`config.mk`:
```
export PLATFORM = sky130hd
export DESIGN_NAME = accel_cmd_tx_flat
export DESIGN_NICKNAME = d
export VERILOG_FILES = /design/src/rtl/accel_pkg.sv /design/src/rtl/accel_cmd_tx_if.sv /design/src/rtl/accel_cmd_tx.sv /design/src/flat_wrapper.sv
export SDC_FILE = /design/constraint.sdc
export NUM_CORES = 1
export LEC_CHECK = 0
export ABC_CLOCK_PERIOD_IN_PS = 11300
export CORE_AREA = 5 5 115 117
export DETAILED_ROUTE_END_ITERATION = 6
export DIE_AREA = 0 0 120 122
export PLACE_DENSITY = 0.78
export SETUP_SLACK_MARGIN = 0.1
export SLEW_MARGIN = 20
export SYNTH_ARGS = -nofsm -noshare
export SYNTH_HDL_FRONTEND = slang
export SYNTH_SLANG_ARGS = --single-unit
```
`constraint.sdc`:
```
create_clock -name clk -period 11.3 [get_ports clk]
set_input_delay 1.695 -clock clk [delete_from_list [all_inputs] [get_ports clk]]
set_output_delay 1.695 -clock clk [all_outputs]
set_load 0.1 [all_outputs]
```
`src/rtl/accel_pkg.sv`:
```
// Shared definitions for the accelerator host-side command path:
// instruction field layout, opcodes and transmitter FSM states.
package accel_pkg;

    localparam int OPC_MSB      = 63;
    localparam int OPC_LSB      = 60;
    localparam int BUF_ADDR_MSB = 46;
    localparam int BUF_ADDR_LSB = 32;
    localparam int OUT_ADDR_W   = 4;

    localparam logic [3:0] OP_NOP      = 4'd0;
    localparam logic [3:0] OP_LOAD_INP = 4'd1;
    localparam logic [3:0] OP_LOAD_WT  = 4'd2;
    localparam logic [3:0] OP_COMPUTE  = 4'd3;
    localparam logic [3:0] OP_READ_OUT = 4'd4;

    typedef logic [1:0] state_t;

    localparam state_t ST_IDLE    = 2'd0;
    localparam state_t ST_WAIT_RD = 2'd1;
    localparam state_t ST_RES     = 2'd2;

    function automatic logic op_issues(input logic [3:0] op);
        return (op >= OP_LOAD_INP) && (op <= OP_READ_OUT);
    endfunction

    function automatic logic op_illegal(input logic [3:0] op);
        return op > OP_READ_OUT;
    endfunction

endpackage

```
`src/rtl/accel_cmd_tx_if.sv`:
```
// Host-facing streams of the command transmitter: instruction
// input stream and read-result output stream.
interface accel_cmd_tx_if;
    import accel_pkg::*;

    logic [63:0]           host_instr;
    logic                  host_valid;
    logic                  host_ready;
    logic [31:0]           res_data;
    logic [OUT_ADDR_W-1:0] res_addr;
    logic                  res_valid;
    logic                  res_ready;

    modport master (
        output host_instr, host_valid, res_ready,
        input  host_ready, res_data, res_addr, res_valid
    );

    modport slave (
        input  host_instr, host_valid, res_ready,
        output host_ready, res_data, res_addr, res_valid
    );

endinterface

```
`src/rtl/accel_cmd_tx.sv`:
```
// Drives host instructions onto the accelerator port one cycle after
// accept, and returns READ_OUT data after a fixed read latency.
module accel_cmd_tx
    import accel_pkg::*;
#(
    parameter int RD_LAT = 2,
    parameter int CNT_W  = 16
) (
    input  logic             clk,
    input  logic             reset,
    accel_cmd_tx_if.slave    host,
    output logic [63:0]      accelerator_input,
    input  logic             buffer_full,
    input  logic [31:0]      accelerator_output,
    output logic [CNT_W-1:0] tx_count,
    output logic             err_opcode
);

    state_t                state;
    logic [3:0]            lat_cnt;
    logic [OUT_ADDR_W-1:0] rd_addr;
    logic [3:0]            opc;
    logic                  xfer;
    logic                  issue;

    assign opc   = host.host_instr[OPC_MSB:OPC_LSB];
    assign xfer  = host.host_valid && host.host_ready;
    assign issue = xfer && op_issues(opc);

    assign host.host_ready = (state == ST_IDLE) && !buffer_full;

    always_ff @(posedge clk or posedge reset) begin
        if (reset) begin
            state             <= ST_IDLE;
            lat_cnt           <= '0;
            rd_addr           <= '0;
            accelerator_input <= '0;
            tx_count          <= '0;
            err_opcode        <= 1'b0;
            host.res_data     <= '0;
            host.res_addr     <= '0;
            host.res_valid    <= 1'b0;
        end else begin
            // Issued words live on the port for one cycle, NOP otherwise
            accelerator_input <= issue ? host.host_instr : '0;

            if (issue && (tx_count != '1))
                tx_count <= tx_count + 1'b1;

            if (xfer && op_illegal(opc))
                err_opcode <= 1'b1;

            case (state)
                ST_IDLE: begin
                    if (issue && (opc == OP_READ_OUT)) begin
                        rd_addr <= host.host_instr[OUT_ADDR_W-1:0];
                        lat_cnt <= 4'(RD_LAT);
                        state   <= ST_WAIT_RD;
                    end
                end
                ST_WAIT_RD: begin
                    if (lat_cnt == 4'd0) begin
                        host.res_data  <= accelerator_output;
                        host.res_addr  <= rd_addr;
                        host.res_valid <= 1'b1;
                        state          <= ST_RES;
                    end else begin
                        lat_cnt <= lat_cnt - 4'd1;
                    end
                end
                ST_RES: begin
                    if (host.res_valid && host.res_ready) begin
                        host.res_valid <= 1'b0;
                        state          <= ST_IDLE;
                    end
                end
                default: state <= ST_IDLE;
            endcase
        end
    end

endmodule

```
`src/flat_wrapper.sv`:
```
// flat-port wrapper written by rule: the top's interface ports become plain ports
module accel_cmd_tx_flat import accel_pkg::*;
#(
    parameter int RD_LAT = 2,
    parameter int CNT_W  = 16
)
  (clk, reset, accelerator_input, buffer_full, accelerator_output, tx_count, err_opcode, host_host_instr, host_host_valid, host_res_ready, host_host_ready, host_res_data, host_res_addr, host_res_valid);
  accel_cmd_tx_if host_i ();
  input  logic clk;
  input  logic reset;
  output logic [63:0] accelerator_input;
  input  logic buffer_full;
  input  logic [31:0] accelerator_output;
  output logic [CNT_W-1:0] tx_count;
  output logic err_opcode;
  input wire logic [$bits(host_i.host_instr)-1:0] host_host_instr;
  input wire logic [$bits(host_i.host_valid)-1:0] host_host_valid;
  input wire logic [$bits(host_i.res_ready)-1:0] host_res_ready;
  output wire logic [$bits(host_i.host_ready)-1:0] host_host_ready;
  output wire logic [$bits(host_i.res_data)-1:0] host_res_data;
  output wire logic [$bits(host_i.res_addr)-1:0] host_res_addr;
  output wire logic [$bits(host_i.res_valid)-1:0] host_res_valid;
  assign host_i.host_instr = host_host_instr;
  assign host_i.host_valid = host_host_valid;
  assign host_i.res_ready = host_res_ready;
  assign host_host_ready = host_i.host_ready;
  assign host_res_data = host_i.res_data;
  assign host_res_addr = host_i.res_addr;
  assign host_res_valid = host_i.res_valid;
  accel_cmd_tx #(.RD_LAT(RD_LAT), .CNT_W(CNT_W)) u_core (.clk(clk), .reset(reset), .host(host_i), .accelerator_input(accelerator_input), .buffer_full(buffer_full), .accelerator_output(accelerator_output), .tx_count(tx_count), .err_opcode(err_opcode));
endmodule
```
== Yosys cells after proc, flatten, opt, wreduce, memory -nomap -nowiden ==
Index checks and enable logic that the tools add are counted.

* Add/sub/neg operators: 2
* $lt $le $gt $ge: 3
* Equal/unequal tests: 8
* Mux-type cells: 11
* Reduce and logical (&&, ||, !) cells: 18

{| class="wikitable"
|+ Operators with widths
! operator !! count
|-
| 2-to-1 mux 64 bit || 1
|-
| adder 16 x 1 -> 16 bit, second input constant || 1
|-
| != test 16 bit, second input constant || 1
|-
| AND reduction 3 bit || 3
|-
| logical AND 1 bit || 8
|-
| 2-to-1 mux 4 bit || 2
|-
| case mux 4 bit (2 select lines) || 1
|-
| 2-to-1 mux 2 bit || 3
|-
| case mux 2 bit (3 select lines) || 1
|-
| == test 4 x 3 -> 1 bit, second input constant || 1
|-
| >= comparator 4 x 1 -> 1 bit, second input constant || 1
|-
| greater-than comparator 4 x 3 -> 1 bit, second input constant || 1
|-
| <= comparator 4 x 3 -> 1 bit, second input constant || 1
|-
| logical NOT 4 bit || 1
|-
| != test 2 x 1 -> 1 bit, second input constant || 2
|-
| != test 2 bit, second input constant || 2
|-
| AND reduction 2 bit || 2
|-
| nonzero test 2 bit || 2
|-
| subtractor 4 x 1 -> 4 bit, second input constant || 1
|-
| == test 2 x 1 -> 1 bit, second input constant || 1
|-
| == test 2 bit, second input constant || 1
|-
| logical NOT 2 bit || 1
|-
| 2-to-1 mux 1 bit || 2
|-
| case mux 1 bit (2 select lines) || 1
|-
| logical NOT 1 bit || 1
|}

* Flip-flop bits (word level): 128
* Logic and storage cells: 51

== Logic depth before layout (Yosys ltp) ==
Gate-level depths: netlist of the first run.

* Depth after elaboration: 7
* Mapped depth: 7
* Mapped depth without buffers: 6

== Worst setup path after synthesis of the first run ==
Ideal clock, no wire load.

* Path kind: input -> output
* Start point: input buffer_full
* End point: output host_host_ready
* Arrival: 3.722 ns
* Required time: 9.605 ns
* Setup slack: 5.883 ns
* Stages on the path: 1
* Path buffers: 0
* Cells stage by stage: nor3_1

* Cells in the longest elaborated chain, start to end: 2

{| class="wikitable"
|+ RTL lines
! item !! line !! text
|-
| from (decl) || flat_wrapper.sv:12 || <nowiki>input logic buffer_full;</nowiki>
|-
| logical NOT 1 bit || accel_cmd_tx.sv:30 || <nowiki>assign host.host_ready = (state == ST_IDLE) && !buffer_full;</nowiki>
|-
| logical AND 1 bit || accel_cmd_tx.sv:30 ||
|-
| to (decl) || flat_wrapper.sv:19 || <nowiki>output wire logic [$bits(host_i.host_ready)-1:0] host_host_ready;</nowiki>
|}

Every way passes these cells.

== Worst setup path after layout of the first run ==
Ends and elaborated chain as after synthesis.

==> results of run 1 <==
-- metal layers --
layer / wire, um / vias up
li1: - / 1584
met3: 1411 / 20
met1: 4409 / 1619
met5: 0 / -
met4: 260 / 0
met2: 5906 / 160
-- power groups by stage --
stage	registers, mW	clock network (mW)	logic [mW]
after floorplan	1.18	0	0.135
after global placement	0.605	0	0.939
after detailed placement	0.611	0	0.949
after CTS	0.604	0.547	0.950
after global routing	0.615	0.570	0.973
final	0.603	0.534	0.941
-- kinds of logic after synthesis --
| family | Yosys count | share of synthesized area (%) |
|---|---|---|
| flip-flops | 128 | 67.98 |
| adder cells (fa/ha/maj) | 3 | 0.7967 |
| AND/OR/NAND/NOR | 124 | 15.99 |
| multiplexers | 42 | 10.01 |
| XOR/XNOR | 16 | 2.974 |
| buffers and inverters | 16 | 1.460 |
| other | 1 | 0.07958 |
| AO/OA/AOI/OAI | 5 | 0.7171 |
-- synth_stat cells, types with 3 or more instances --
cell,count,share of area (%)
sky130_fd_sc_hd__nor4_1,9,1.2
sky130_fd_sc_hd__clkbuf_1,10,0.80
sky130_fd_sc_hd__nand3_1,7,0.74
sky130_fd_sc_hd__nor2_1,5,0.40
sky130_fd_sc_hd__ha_1,3,0.80
sky130_fd_sc_hd__xor2_1,16,3.0
sky130_fd_sc_hd__and2_1,62,8.2
sky130_fd_sc_hd__inv_1,3,0.24
sky130_fd_sc_hd__dfrtp_1,128,68
sky130_fd_sc_hd__mux2_2,41,9.8
sky130_fd_sc_hd__nor3_1,7,0.74
sky130_fd_sc_hd__nand4_1,6,0.80
sky130_fd_sc_hd__nand2_1,11,0.88
-- per-stage QoR --
step | utilization (%) | hold slack, ns | std cells
after floorplan | - | 0.4767 | 335
after global placement | 57.59 | 0.4624 | 693
after detailed placement | 57.59 | 0.4609 | 693
after CTS | 62.34 | 0.4821 | 723
after global routing | 62.34 | 0.5003 | 723
final | 62.34 | 0.4769 | 723
-- critical path: cells and delay by family --
family,cells,cell delay (ns)
buffers and inverters,2,1.64
AND/OR/NAND/NOR,1,0.20
-- area by class of cell --
class	count	area, sq um	area share, %
clock inverter	5	77.57	1.015
multi-input combinational	191	1449	18.96
inverter	3	13.76	0.1801
tap	150	187.7	2.455
timing repair buffer	221	2207	28.88
sequential	128	3203	41.91
clock buffer	25	505.5	6.613
-- state kept, by name, summed over array words and instances, names as in the netlist --
name / count
u_core.accelerator_input: 64
u_core.host.res_data: 32
u_core.tx_count: 16
u_core.host.res_addr: 4
u_core.lat_cnt: 4
u_core.rd_addr: 4
u_core.state: 2
u_core.err_opcode: 1
u_core.host.res_valid: 1
-- path summary, 6_finish.rpt --
check	start	endpoint	slack, ns
max	buffer_full	host_host_ready	6.07
min	u_core.err_opcode	u_core.err_opcode	0.48
max reg2reg	u_core.state[0]	u_core.tx_count[7]	8.86
min reg2reg	u_core.err_opcode	u_core.err_opcode	0.48
max in group asynchronous	reset	u_core.host.res_data[8]	8.21
min in group asynchronous	reset	u_core.accelerator_input[14]	1.75
==> load_flow_metrics.sql, run 1 <==
INSERT INTO impl_metrics (metric_group, metric, value, unit) VALUES
('clock_network', 'post_cts_buffers', '0', ''),
('timing', 'min_period', '5.233', 'ns'),
('cells_and_area', 'layout.filler_cells', '944', ''),
('timing', 'rsz0062_at_grt', 'false', ''),
('detailed_routing', 'drt_iter0_drc', '198', ''),
('power_and_ir_drop', 'share_clk_of_total_power', '25.7', '%'),
('critical_path', 'setup.worst_path.start_class', 'input port', ''),
('power_and_ir_drop', 'leakagePower', '3.427', 'nW'),
('clock_network', 'clock_latency', '0.42', 'ns'),
('min_path', 'min-delay-path-class', 'flip-flop to flip-flop', ''),
('floorplan', 'core_box_area', '0.01226', 'sq mm'),
('placed_design', 'hpwl', '8.621', 'mm'),
('cells_and_area', 'share_of_post_route_cells_with_drive_strength_above_1', '13.61', '%'),
('critical_path', 'cp_slowest_stage_delay', '1.22', 'ns'),
('critical_path', 'worstPathArrival', '3.54', 'ns'),
('placed_design', 'numPortBuffers', '219', ''),
('critical_path', 'timing.reg2reg.worst_path_depth', '4', ''),
('global_routing', 'grt_remaining_overflow', '0', ''),
('yosys', 'mappedNetlistArea', '0.004712', 'sq mm'),
('timing', 'fin_ws', '6.067', 'ns'),
('timing', 'timing.clock.skew', '0.005995', 'ns'),
('detailed_routing', 'route.detailed.drc', '0', ''),
('clock_network', 'ctsHtreeMaxLevel', '4', ''),
('detailed_routing', 'via_per_inst', '4.679', ''),
('timing', 'timing.slew.headroom', '30.53', '%'),
('clock_network', 'cts_inserted_buffers', '17', ''),
('cells_and_area', 'num-nets-final', '666', ''),
('critical_path', 'critical-path-top-cell-by-count', 'sky130_fd_sc_hd__clkdlybuf4s50_1', ''),
('floorplan', 'io_pins', '220', ''),
('detailed_routing', 'drt-wirelength-per-cell', '16.58', 'um'),
('timing', 'finalCritPeriodShare', '46.31', '%'),
('clock_network', 'root_buffer', 'sky130_fd_sc_hd__clkbuf_16', ''),
('placed_design', 'preCtsSetupSlack', '6.039', 'ns'),
('clock_network', 'cts_hold_buf', '0', ''),
('status', 'run_status', 'completed', ''),
('yosys', 'warnings_from_yosys', '0', ''),
('detailed_routing', 'vias', '3383', ''),
('global_routing', 'antenna_found_initial', '0', ''),
('yosys', 'syn_nets', '439', ''),
('power_and_ir_drop', 'power.density_cell_area', '271.8', 'mW/mm^2'),
('global_routing', 'grt_max_degree', '70', ''),
('yosys', 'synthArstFlopShare', '100.0', '%'),
('power_and_ir_drop', 'p_sw', '936.0', 'uW'),
('placed_design', 'placement.cell_area', '0.007061', 'sq mm'),
('clock_network', 'cts_tree', 'built', ''),
('floorplan', 'num_rows', '41', ''),
('power_and_ir_drop', 'power_report.internal_total', '1.142', 'mW'),
('global_routing', 'met3_usage', '9.471', '%'),
('clock_network', 'clockBufferDepth', '2', ''),
('min_path', 'cells_on_worst_hold_path', '1', ''),
('timing', 'max_slew_violation_total_from_the_final_report', '0', ''),
('global_routing', 'grt_usage', '17.60', '%'),
('timing', 'timing.setup.tns', '0', 'ns'),
('critical_path', 'timing.critical_path.cells', 'clkdlybuf4s50_1 -> nor3_1 -> clkdlybuf4s50_1', ''),
('power_and_ir_drop', 'power.total', '2.078', 'mW'),
('run', 'cap_violations', '0', ''),
('detailed_routing', 'drt-pass1-iter-count', '4', ''),
('global_routing', 'global_route.usage.met2', '28.84', '%'),
('cells_and_area', 'area.growth.synth_to_final', '62.21', '%'),
('yosys', 'synthCells', '335', ''),
('cells_and_area', 'final_cell_mix', 'sky130_fd_sc_hd__clkdlybuf4s50_1 (219), sky130_fd_sc_hd__dfrtp_1 (128), sky130_fd_sc_hd__and2_1 (62)', ''),
('clock_network', 'cts.repair.resized', '0', ''),
('cells_and_area', 'antennaDiodeCount', '0', ''),
('critical_path', 'worst-setup-path-type', 'input port to primary output', ''),
('timing', 'hold_viol_final', '0', ''),
('cells_and_area', 'finalInstanceArea', '0.007644', 'sq mm'),
('detailed_routing', 'detail_route.wirelength', '11.99', 'mm'),
('cells_and_area', 'layout_commonest_cell', 'sky130_fd_sc_hd__clkdlybuf4s50_1', ''),
('clock_network', 'cts.reportedPaths.clkPinSlew', '0.05', 'ns'),
('placed_design', 'finalWeightedCongestion', '0.7930', ''),
('floorplan', 'fp.dieW', '120', 'um');
Note: power is estimated with default switching activity, not from simulation.
==> inputs of run 2 (changes only) <==
--- a/config.mk
+++ b/config.mk
@@ -5,11 +5,11 @@
 export SDC_FILE = /design/constraint.sdc
 export NUM_CORES = 1
 export LEC_CHECK = 0
-export ABC_CLOCK_PERIOD_IN_PS = 11300
-export CORE_AREA = 5 5 115 117
+export ABC_CLOCK_PERIOD_IN_PS = 4800
+export CORE_AREA = 5 5 119 121
 export DETAILED_ROUTE_END_ITERATION = 6
-export DIE_AREA = 0 0 120 122
-export PLACE_DENSITY = 0.78
+export DIE_AREA = 0 0 124 126
+export PLACE_DENSITY = 0.76
 export SETUP_SLACK_MARGIN = 0.1
 export SLEW_MARGIN = 20
 export SYNTH_ARGS = -nofsm -noshare
==> constraint.sdc (replaced) <==
create_clock -name clk -period 4.8 [get_ports clk]
set_input_delay 0.72 -clock clk [delete_from_list [all_inputs] [get_ports clk]]
set_output_delay 0.72 -clock clk [all_outputs]
set_load 0.1 [all_outputs]
==> load_flow_metrics.sql, run 2 (synthesis gave the netlist of run 1 again) <==
INSERT INTO impl_metrics (metric_group, metric, value, unit) VALUES
('status', 'run_status', 'completed', ''),
('detailed_routing', 'vias', '3410', ''),
('clock_network', 'cts.reportedPaths.clkPinSlew', '0.05', 'ns'),
('clock_network', 'cts.repair.resized', '0', ''),
('clock_network', 'cts_tree', 'built', ''),
('timing', 'max_slew_violation_total_from_the_final_report', '0', ''),
('detailed_routing', 'detail_route.wirelength', '12.28', 'mm'),
('global_routing', 'wire_length_of_the_first_global_routing_pass', '19.80', 'mm'),
('power_and_ir_drop', 'leakagePower', '3.428', 'nW'),
('cells_and_area', 'most_flop_heavy_register', 'u_core.accelerator_input', ''),
('clock_network', 'clkSinkCount', '128', ''),
('detailed_routing', 'drt-pass1-iter-count', '4', ''),
('timing', 'hold_viol_final', '0', ''),
('cells_and_area', 'share_of_post_route_cells_with_drive_strength_above_1', '13.89', '%'),
('placed_design', 'hpwl', '9.174', 'mm'),
('detailed_routing', 'route.detailed.drc', '0', ''),
('critical_path', 'critical_path.max_fanout', '2', ''),
('clock_network', 'cts_inserted_buffers', '17', ''),
('min_path', 'min-delay-path-class', 'flip-flop to flip-flop', ''),
('timing', 'timing.setup.tns', '0', 'ns'),
('power_and_ir_drop', 'sequentialPowerShare', '29.3', '%'),
('detailed_routing', 'via_per_inst', '4.535', ''),
('power_and_ir_drop', 'power_report.internal_total', '2.639', 'mW'),
('clock_network', 'cts_hold_buf', '0', ''),
('placed_design', 'finalWeightedCongestion', '0.7615', ''),
('timing', 'timing.clock.skew', '0.005163', 'ns'),
('timing', 'setup_violations', '0', ''),
('detailed_routing', 'antenna_violating_nets_post_route', '0', ''),
('cells_and_area', 'area.growth.synth_to_final', '62.83', '%'),
('timing', 'timing.slew.headroom', '31.59', '%'),
('floorplan', 'fp.dieW', '124', 'um'),
('cells_and_area', 'layout_top_registers', 'u_core.accelerator_input: 64 flops, u_core.host.res_data: 32 flops, u_core.tx_count: 16 flops', ''),
('cells_and_area', 'utilization', '59.11', '%'),
('timing', 'worstMarginPinSlew', '1.023', 'ns'),
('floorplan', 'num_rows', '42', ''),
('detailed_routing', 'drt_iter0_drc', '88', ''),
('critical_path', 'r2r_setup_slack', '2.36', 'ns'),
('cells_and_area', 'layout_commonest_cell', 'sky130_fd_sc_hd__clkdlybuf4s50_1', ''),
('global_routing', 'antenna_found_initial', '0', ''),
('power_and_ir_drop', 'ir_worst_vdd', '363.1', 'uV'),
('floorplan', 'floorplan.die_area', '0.01562', 'sq mm'),
('critical_path', 'end_kind', 'primary output', ''),
('power_and_ir_drop', 'share_clk_of_total_power', '24.9', '%'),
('cells_and_area', 'finalNonFillerCells', '752', ''),
('floorplan', 'floorplan.die.height', '126', 'um'),
('cells_and_area', 'max_ffs_per_register', '64', ''),
('detailed_routing', 'drt-wirelength-per-cell', '16.32', 'um'),
('cells_and_area', 'final_cell_mix', 'sky130_fd_sc_hd__clkdlybuf4s50_1 (219), sky130_fd_sc_hd__dfrtp_1 (128), sky130_fd_sc_hd__and2_1 (62)', ''),
('placed_design', 'numPortBuffers', '219', ''),
('global_routing', 'grt_usage', '16.65', '%'),
('placed_design', 'preCtsSetupSlack', '1.624', 'ns'),
('timing', 'min_period', '3.177', 'ns'),
('critical_path', 'worstPathArrival', '2.46', 'ns'),
('clock_network', 'post_cts_buffers', '0', ''),
('power_and_ir_drop', 'power.total', '4.853', 'mW'),
('clock_network', 'ctsHtreeMaxLevel', '4', ''),
('clock_network', 'clock_latency', '0.41', 'ns'),
('power_and_ir_drop', 'power.density_cell_area', '632.6', 'mW/mm^2'),
('floorplan', 'starting_density_of_the_core', '36.30', '%'),
('run', 'cap_violations', '0', ''),
('timing', 'achievable-frequency', '314.8', 'MHz'),
('clock_network', 'clockBufferDepth', '2', ''),
('critical_path', 'worst-setup-path-type', 'input port to primary output', ''),
('global_routing', 'grt_remaining_overflow', '0', ''),
('critical_path', 'cp_data_required_time', '4.08', 'ns'),
('global_routing', 'grt_max_degree', '81', ''),
('power_and_ir_drop', 'netSwitchingFraction', '45.63', '%'),
('timing', 'fin_ws', '1.623', 'ns'),
('floorplan', 'core_box_area', '0.01298', 'sq mm'),
('global_routing', 'via_count_of_the_first_global_routing_pass', '3817', ''),
('power_and_ir_drop', 'comb_power_share', '45.8', '%'),
('timing', 'finalCritPeriodShare', '66.18', '%'),
('power_and_ir_drop', 'p_sw', '2.215', 'mW'),
('floorplan', 'io_pins', '220', ''),
('clock_network', 'root_buffer', 'sky130_fd_sc_hd__clkbuf_16', ''),
('critical_path', 'setup.worst_path.start_class', 'input port', ''),
('timing', 'rsz0062_at_grt', 'false', ''),
('placed_design', 'placed_cells_incl_taps', '721', ''),
('cells_and_area', 'antennaDiodeCount', '0', ''),
('cells_and_area', 'num-nets-final', '668', '');
run 2: cell types whose count changed in the layout (fill, tap and decap cells not counted):
cell                        delta
sky130_fd_sc_hd__inv_4         -1
sky130_fd_sc_hd__inv_6         +1
sky130_fd_sc_hd__buf_4         +2
sky130_fd_sc_hd__clkinv_2      +1
sky130_fd_sc_hd__bufinv_16     -1
sky130_fd_sc_hd__clkbuf_1      +1
run 2: stage by stage:
stage	hold slack, ns	area (sq um)
floorplan	0.4767	4712
global placement	0.4643	7108
detailed placement	0.4651	7108
CTS	0.4855	7670
global route	0.5176	7672
finish	0.4860	7672
run 2: routing by layer:
metal / vias to the layer above / global-route usage [%] / part of all wire, % / wire length, um
li1: 1584 / - / - / -
met1: 1644 / 18.20 / 36 / 4446
met2: 166 / 26.54 / 48 / 5932
met3: 16 / 9.731 / 13 / 1652
met4: 0 / 6.443 / 2.0 / 243
met5: - / 0 / 0 / 0
run 2: final cells by class:
| cell class | count | area, sq um |
|---|---|---|
| clock buffer | 26 | 509.2 |
| clock inverter | 5 | 52.55 |
| fill | 1073 | 5308 |
| inverter | 3 | 16.27 |
| multi-input combinational | 191 | 1449 |
| sequential | 128 | 3203 |
| tap | 176 | 220.2 |
| timing repair buffer | 223 | 2222 |
run 2: worst paths after layout:
path                                           endpoint  cells past startpoint               from
max in group asynchronous           u_core.tx_count[10]                      3              reset
min reg2reg                           u_core.err_opcode                      1  u_core.err_opcode
min in group asynchronous  u_core.accelerator_input[57]                      2              reset
min                                   u_core.err_opcode                      1  u_core.err_opcode
max reg2reg                          u_core.tx_count[1]                      4    u_core.state[0]
max                                     host_host_ready                      3        buffer_full
run 2: power by group through the flow:
| stage | clock (mW) | sequential (mW) | combinational (mW) |
|---|---|---|---|
| 2_1_floorplan | 0 | 2.78 | 0.319 |
| 3_3_place_gp | 0 | 1.43 | 2.22 |
| 3_5_place_dp | 0 | 1.44 | 2.24 |
| 4_1_cts | 1.24 | 1.42 | 2.24 |
| 5_1_grt | 1.29 | 1.45 | 2.30 |
| 6_report | 1.21 | 1.42 | 2.22 |
run 2: worst max-delay path, stage by stage:
cell and delay (ns):
sky130_fd_sc_hd__clkdlybuf4s50_1 0.42, sky130_fd_sc_hd__nor3_1 0.15, sky130_fd_sc_hd__clkdlybuf4s50_1 1.17
==> inputs of run 3 (changes only) <==
--- a/config.mk
+++ b/config.mk
@@ -5,11 +5,11 @@
 export SDC_FILE = /design/constraint.sdc
 export NUM_CORES = 1
 export LEC_CHECK = 0
-export ABC_CLOCK_PERIOD_IN_PS = 4800
-export CORE_AREA = 5 5 119 121
+export ABC_CLOCK_PERIOD_IN_PS = 3120
+export CORE_AREA = 5 5 115 117
 export DETAILED_ROUTE_END_ITERATION = 6
-export DIE_AREA = 0 0 124 126
-export PLACE_DENSITY = 0.76
+export DIE_AREA = 0 0 120 122
+export PLACE_DENSITY = 0.78
 export SETUP_SLACK_MARGIN = 0.1
 export SLEW_MARGIN = 20
 export SYNTH_ARGS = -nofsm -noshare
==> constraint.sdc (replaced) <==
create_clock -name clk -period 3.12 [get_ports clk]
set_input_delay 0.468 -clock clk [delete_from_list [all_inputs] [get_ports clk]]
set_output_delay 0.468 -clock clk [all_outputs]
set_load 0.1 [all_outputs]
==> load_flow_metrics.sql, run 3 (synthesis gave the netlist of run 1 again) <==
INSERT INTO impl_metrics (metric_group, metric, value, unit) VALUES
('status', 'run_status', 'completed', ''),
('timing', 'timing.slew.headroom', '37.03', '%'),
('timing', 'rsz0062_at_grt', 'false', ''),
('global_routing', 'grt_most_used_layer', 'met2', ''),
('power_and_ir_drop', 'ir_worst_vdd', '422.9', 'uV'),
('cells_and_area', 'area.growth.synth_to_final', '57.97', '%'),
('placed_design', 'finalWeightedCongestion', '0.7851', ''),
('cells_and_area', 'antennaDiodeCount', '0', ''),
('global_routing', 'wire_length_of_the_first_global_routing_pass', '18.95', 'mm'),
('min_path', 'hold_start', 'u_core.err_opcode', ''),
('detailed_routing', 'vias', '3397', ''),
('critical_path', 'critical_path.reg2reg.startpoint', 'u_core.lat_cnt[0]', ''),
('cells_and_area', 'layout_commonest_cell', 'sky130_fd_sc_hd__dfrtp_1', ''),
('critical_path', 'end_kind', 'flip-flop', ''),
('detailed_routing', 'antenna_violating_nets_post_route', '0', ''),
('global_routing', 'antenna_found_initial', '1', ''),
('cells_and_area', 'finalInstanceArea', '0.007443', 'sq mm'),
('critical_path', 'timing.reg2reg.worst_path_depth', '5', ''),
('floorplan', 'floorplan.die.height', '122', 'um'),
('clock_network', 'post_cts_buffers', '0', ''),
('global_routing', 'global_route.usage.met2', '27.82', '%'),
('cells_and_area', 'layout_top_registers', 'u_core.accelerator_input: 64 flops, u_core.host.res_data: 32 flops, u_core.tx_count: 16 flops', ''),
('cells_and_area', 'final_cell_mix', 'sky130_fd_sc_hd__dfrtp_1 (128), sky130_fd_sc_hd__buf_4 (122), sky130_fd_sc_hd__clkdlybuf4s50_1 (100)', ''),
('timing', 'worstMarginPinSlew', '0.9445', 'ns'),
('critical_path', 'crit-reg2reg-capture', 'u_core.host.res_data[18]', ''),
('detailed_routing', 'drt-wirelength-per-cell', '16.29', 'um'),
('cells_and_area', 'max_ffs_per_register', '64', ''),
('global_routing', 'grt_remaining_overflow', '0', ''),
('power_and_ir_drop', 'leakagePower', '3.662', 'nW'),
('clock_network', 'cts_hold_buf', '0', ''),
('detailed_routing', 'drt_iter0_drc', '142', ''),
('timing', 'finalCritPeriodShare', '77.50', '%'),
('min_path', 'min-delay-path-class', 'flip-flop to flip-flop', ''),
('detailed_routing', 'drt-pass1-iter-count', '4', ''),
('timing', 'min_period', '2.418', 'ns'),
('global_routing', 'grt_usage', '16.96', '%'),
('critical_path', 'critical_path.max_fanout', '38', ''),
('global_routing', 'grt_max_degree', '63', ''),
('floorplan', 'floorplan.die_area', '0.01464', 'sq mm'),
('run', 'cap_violations', '0', ''),
('global_routing', 'met3_usage', '9.285', '%'),
('clock_network', 'cts.repair.resized', '0', ''),
('critical_path', 'cp_data_required_time', '3.41', 'ns'),
('placed_design', 'hpwl', '8.768', 'mm'),
('timing', 'setup_violations', '0', ''),
('placed_design', 'numPortBuffers', '219', ''),
('cells_and_area', 'share_of_post_route_cells_with_drive_strength_above_1', '34.66', '%'),
('timing', 'max_slew_violation_total_from_the_final_report', '0', ''),
('timing', 'achievable-frequency', '413.5', 'MHz'),
('clock_network', 'clockBufferDepth', '2', ''),
('timing', 'timing.setup.tns', '0', 'ns'),
('clock_network', 'cts.reportedPaths.clkPinSlew', '0.05', 'ns'),
('critical_path', 'setup.worst_path.start_class', 'flip-flop', ''),
('floorplan', 'fp.dieW', '120', 'um'),
('timing', 'hold_viol_final', '0', ''),
('critical_path', 'worstPathArrival', '2.71', 'ns'),
('power_and_ir_drop', 'power.density_cell_area', '1017', 'mW/mm^2'),
('critical_path', 'crit_start', 'u_core.lat_cnt[0]', ''),
('global_routing', 'via_count_of_the_first_global_routing_pass', '3721', ''),
('floorplan', 'num_rows', '41', ''),
('cells_and_area', 'most_flop_heavy_register', 'u_core.accelerator_input', ''),
('clock_network', 'ctsHtreeMaxLevel', '4', ''),
('global_routing', 'gr-usage-met1', '17.70', '%'),
('clock_network', 'clkSinkCount', '128', ''),
('detailed_routing', 'detail_route.wirelength', '11.84', 'mm'),
('floorplan', 'starting_density_of_the_core', '38.43', '%'),
('critical_path', 'worst-setup-path-type', 'flip-flop to flip-flop', ''),
('clock_network', 'clock_latency', '0.41', 'ns'),
('critical_path', 'timing.critical_path.to', 'u_core.host.res_data[18]', ''),
('detailed_routing', 'route.detailed.drc', '0', ''),
('critical_path', 'r2r_setup_slack', '0.70', 'ns'),
('cells_and_area', 'num-nets-final', '670', ''),
('clock_network', 'root_buffer', 'sky130_fd_sc_hd__clkbuf_16', ''),
('clock_network', 'cts_inserted_buffers', '17', ''),
('clock_network', 'cts_tree', 'built', ''),
('floorplan', 'io_pins', '220', ''),
('floorplan', 'core_box_area', '0.01226', 'sq mm'),
('timing', 'timing.clock.skew', '0.008593', 'ns'),
('detailed_routing', 'via_per_inst', '4.673', ''),
('placed_design', 'placement.cell_area', '0.006832', 'sq mm');
==> run 3: power by group <==
group	leakage, nW	switching, mW	internal [mW]
clock	0.300	0.671	1.39
sequential	1.68	0.193	1.99
combinational	1.69	2.55	0.776
total	3.66	3.41	4.16
==> run 3: worst min-delay path by stage <==
stage | end | cells past startpoint
6_report | u_core.err_opcode | 1
3_3_place_gp | u_core.err_opcode | 1
5_1_grt | u_core.err_opcode | 1
4_1_cts | u_core.err_opcode | 1
2_1_floorplan | u_core.rd_addr[0] | 1
3_5_place_dp | u_core.err_opcode | 1
==> run 3: stage by stage <==
step / power (mW) / instances / utilization [%] / setup WS [ns] / hold slack [ns]
after global routing: 7.862 / 727 / 60.71 / 0.5312 / 0.5015
final: 7.572 / 727 / 60.71 / 0.7019 / 0.4873
after CTS: 7.649 / 727 / 60.71 / 0.6552 / 0.4880
after detailed placement: 5.568 / 697 / 55.72 / 0.3960 / 0.4689
after floorplan: 4.768 / 335 / - / 0.1567 / 0.4767
after global placement: 5.520 / 697 / 55.72 / 0.4348 / 0.4767
==> run 3: metal layers <==
metal,up-vias,part of all wire [%]
met2,162,50
met4,2,2.8
met5,-,0.11
met3,23,12
met1,1629,36
li1,1581,-
==> run 3: final cells by class <==
type,count,area [sq um]
fill,971,4817
sequential,128,3203
timing repair buffer,225,1977
multi-input combinational,191,1449
clock buffer,24,481.7
tap,150,187.7
clock inverter,6,130.1
inverter,3,15.01
==> run 3: worst max-delay path: stages (launching register included) <==
cell,delay (ns)
sky130_fd_sc_hd__dfrtp_1,0.37
sky130_fd_sc_hd__inv_1,0.12
sky130_fd_sc_hd__ha_1,0.15
sky130_fd_sc_hd__or3b_2,0.48
sky130_fd_sc_hd__nand2b_2,0.65
sky130_fd_sc_hd__mux2_2,0.50
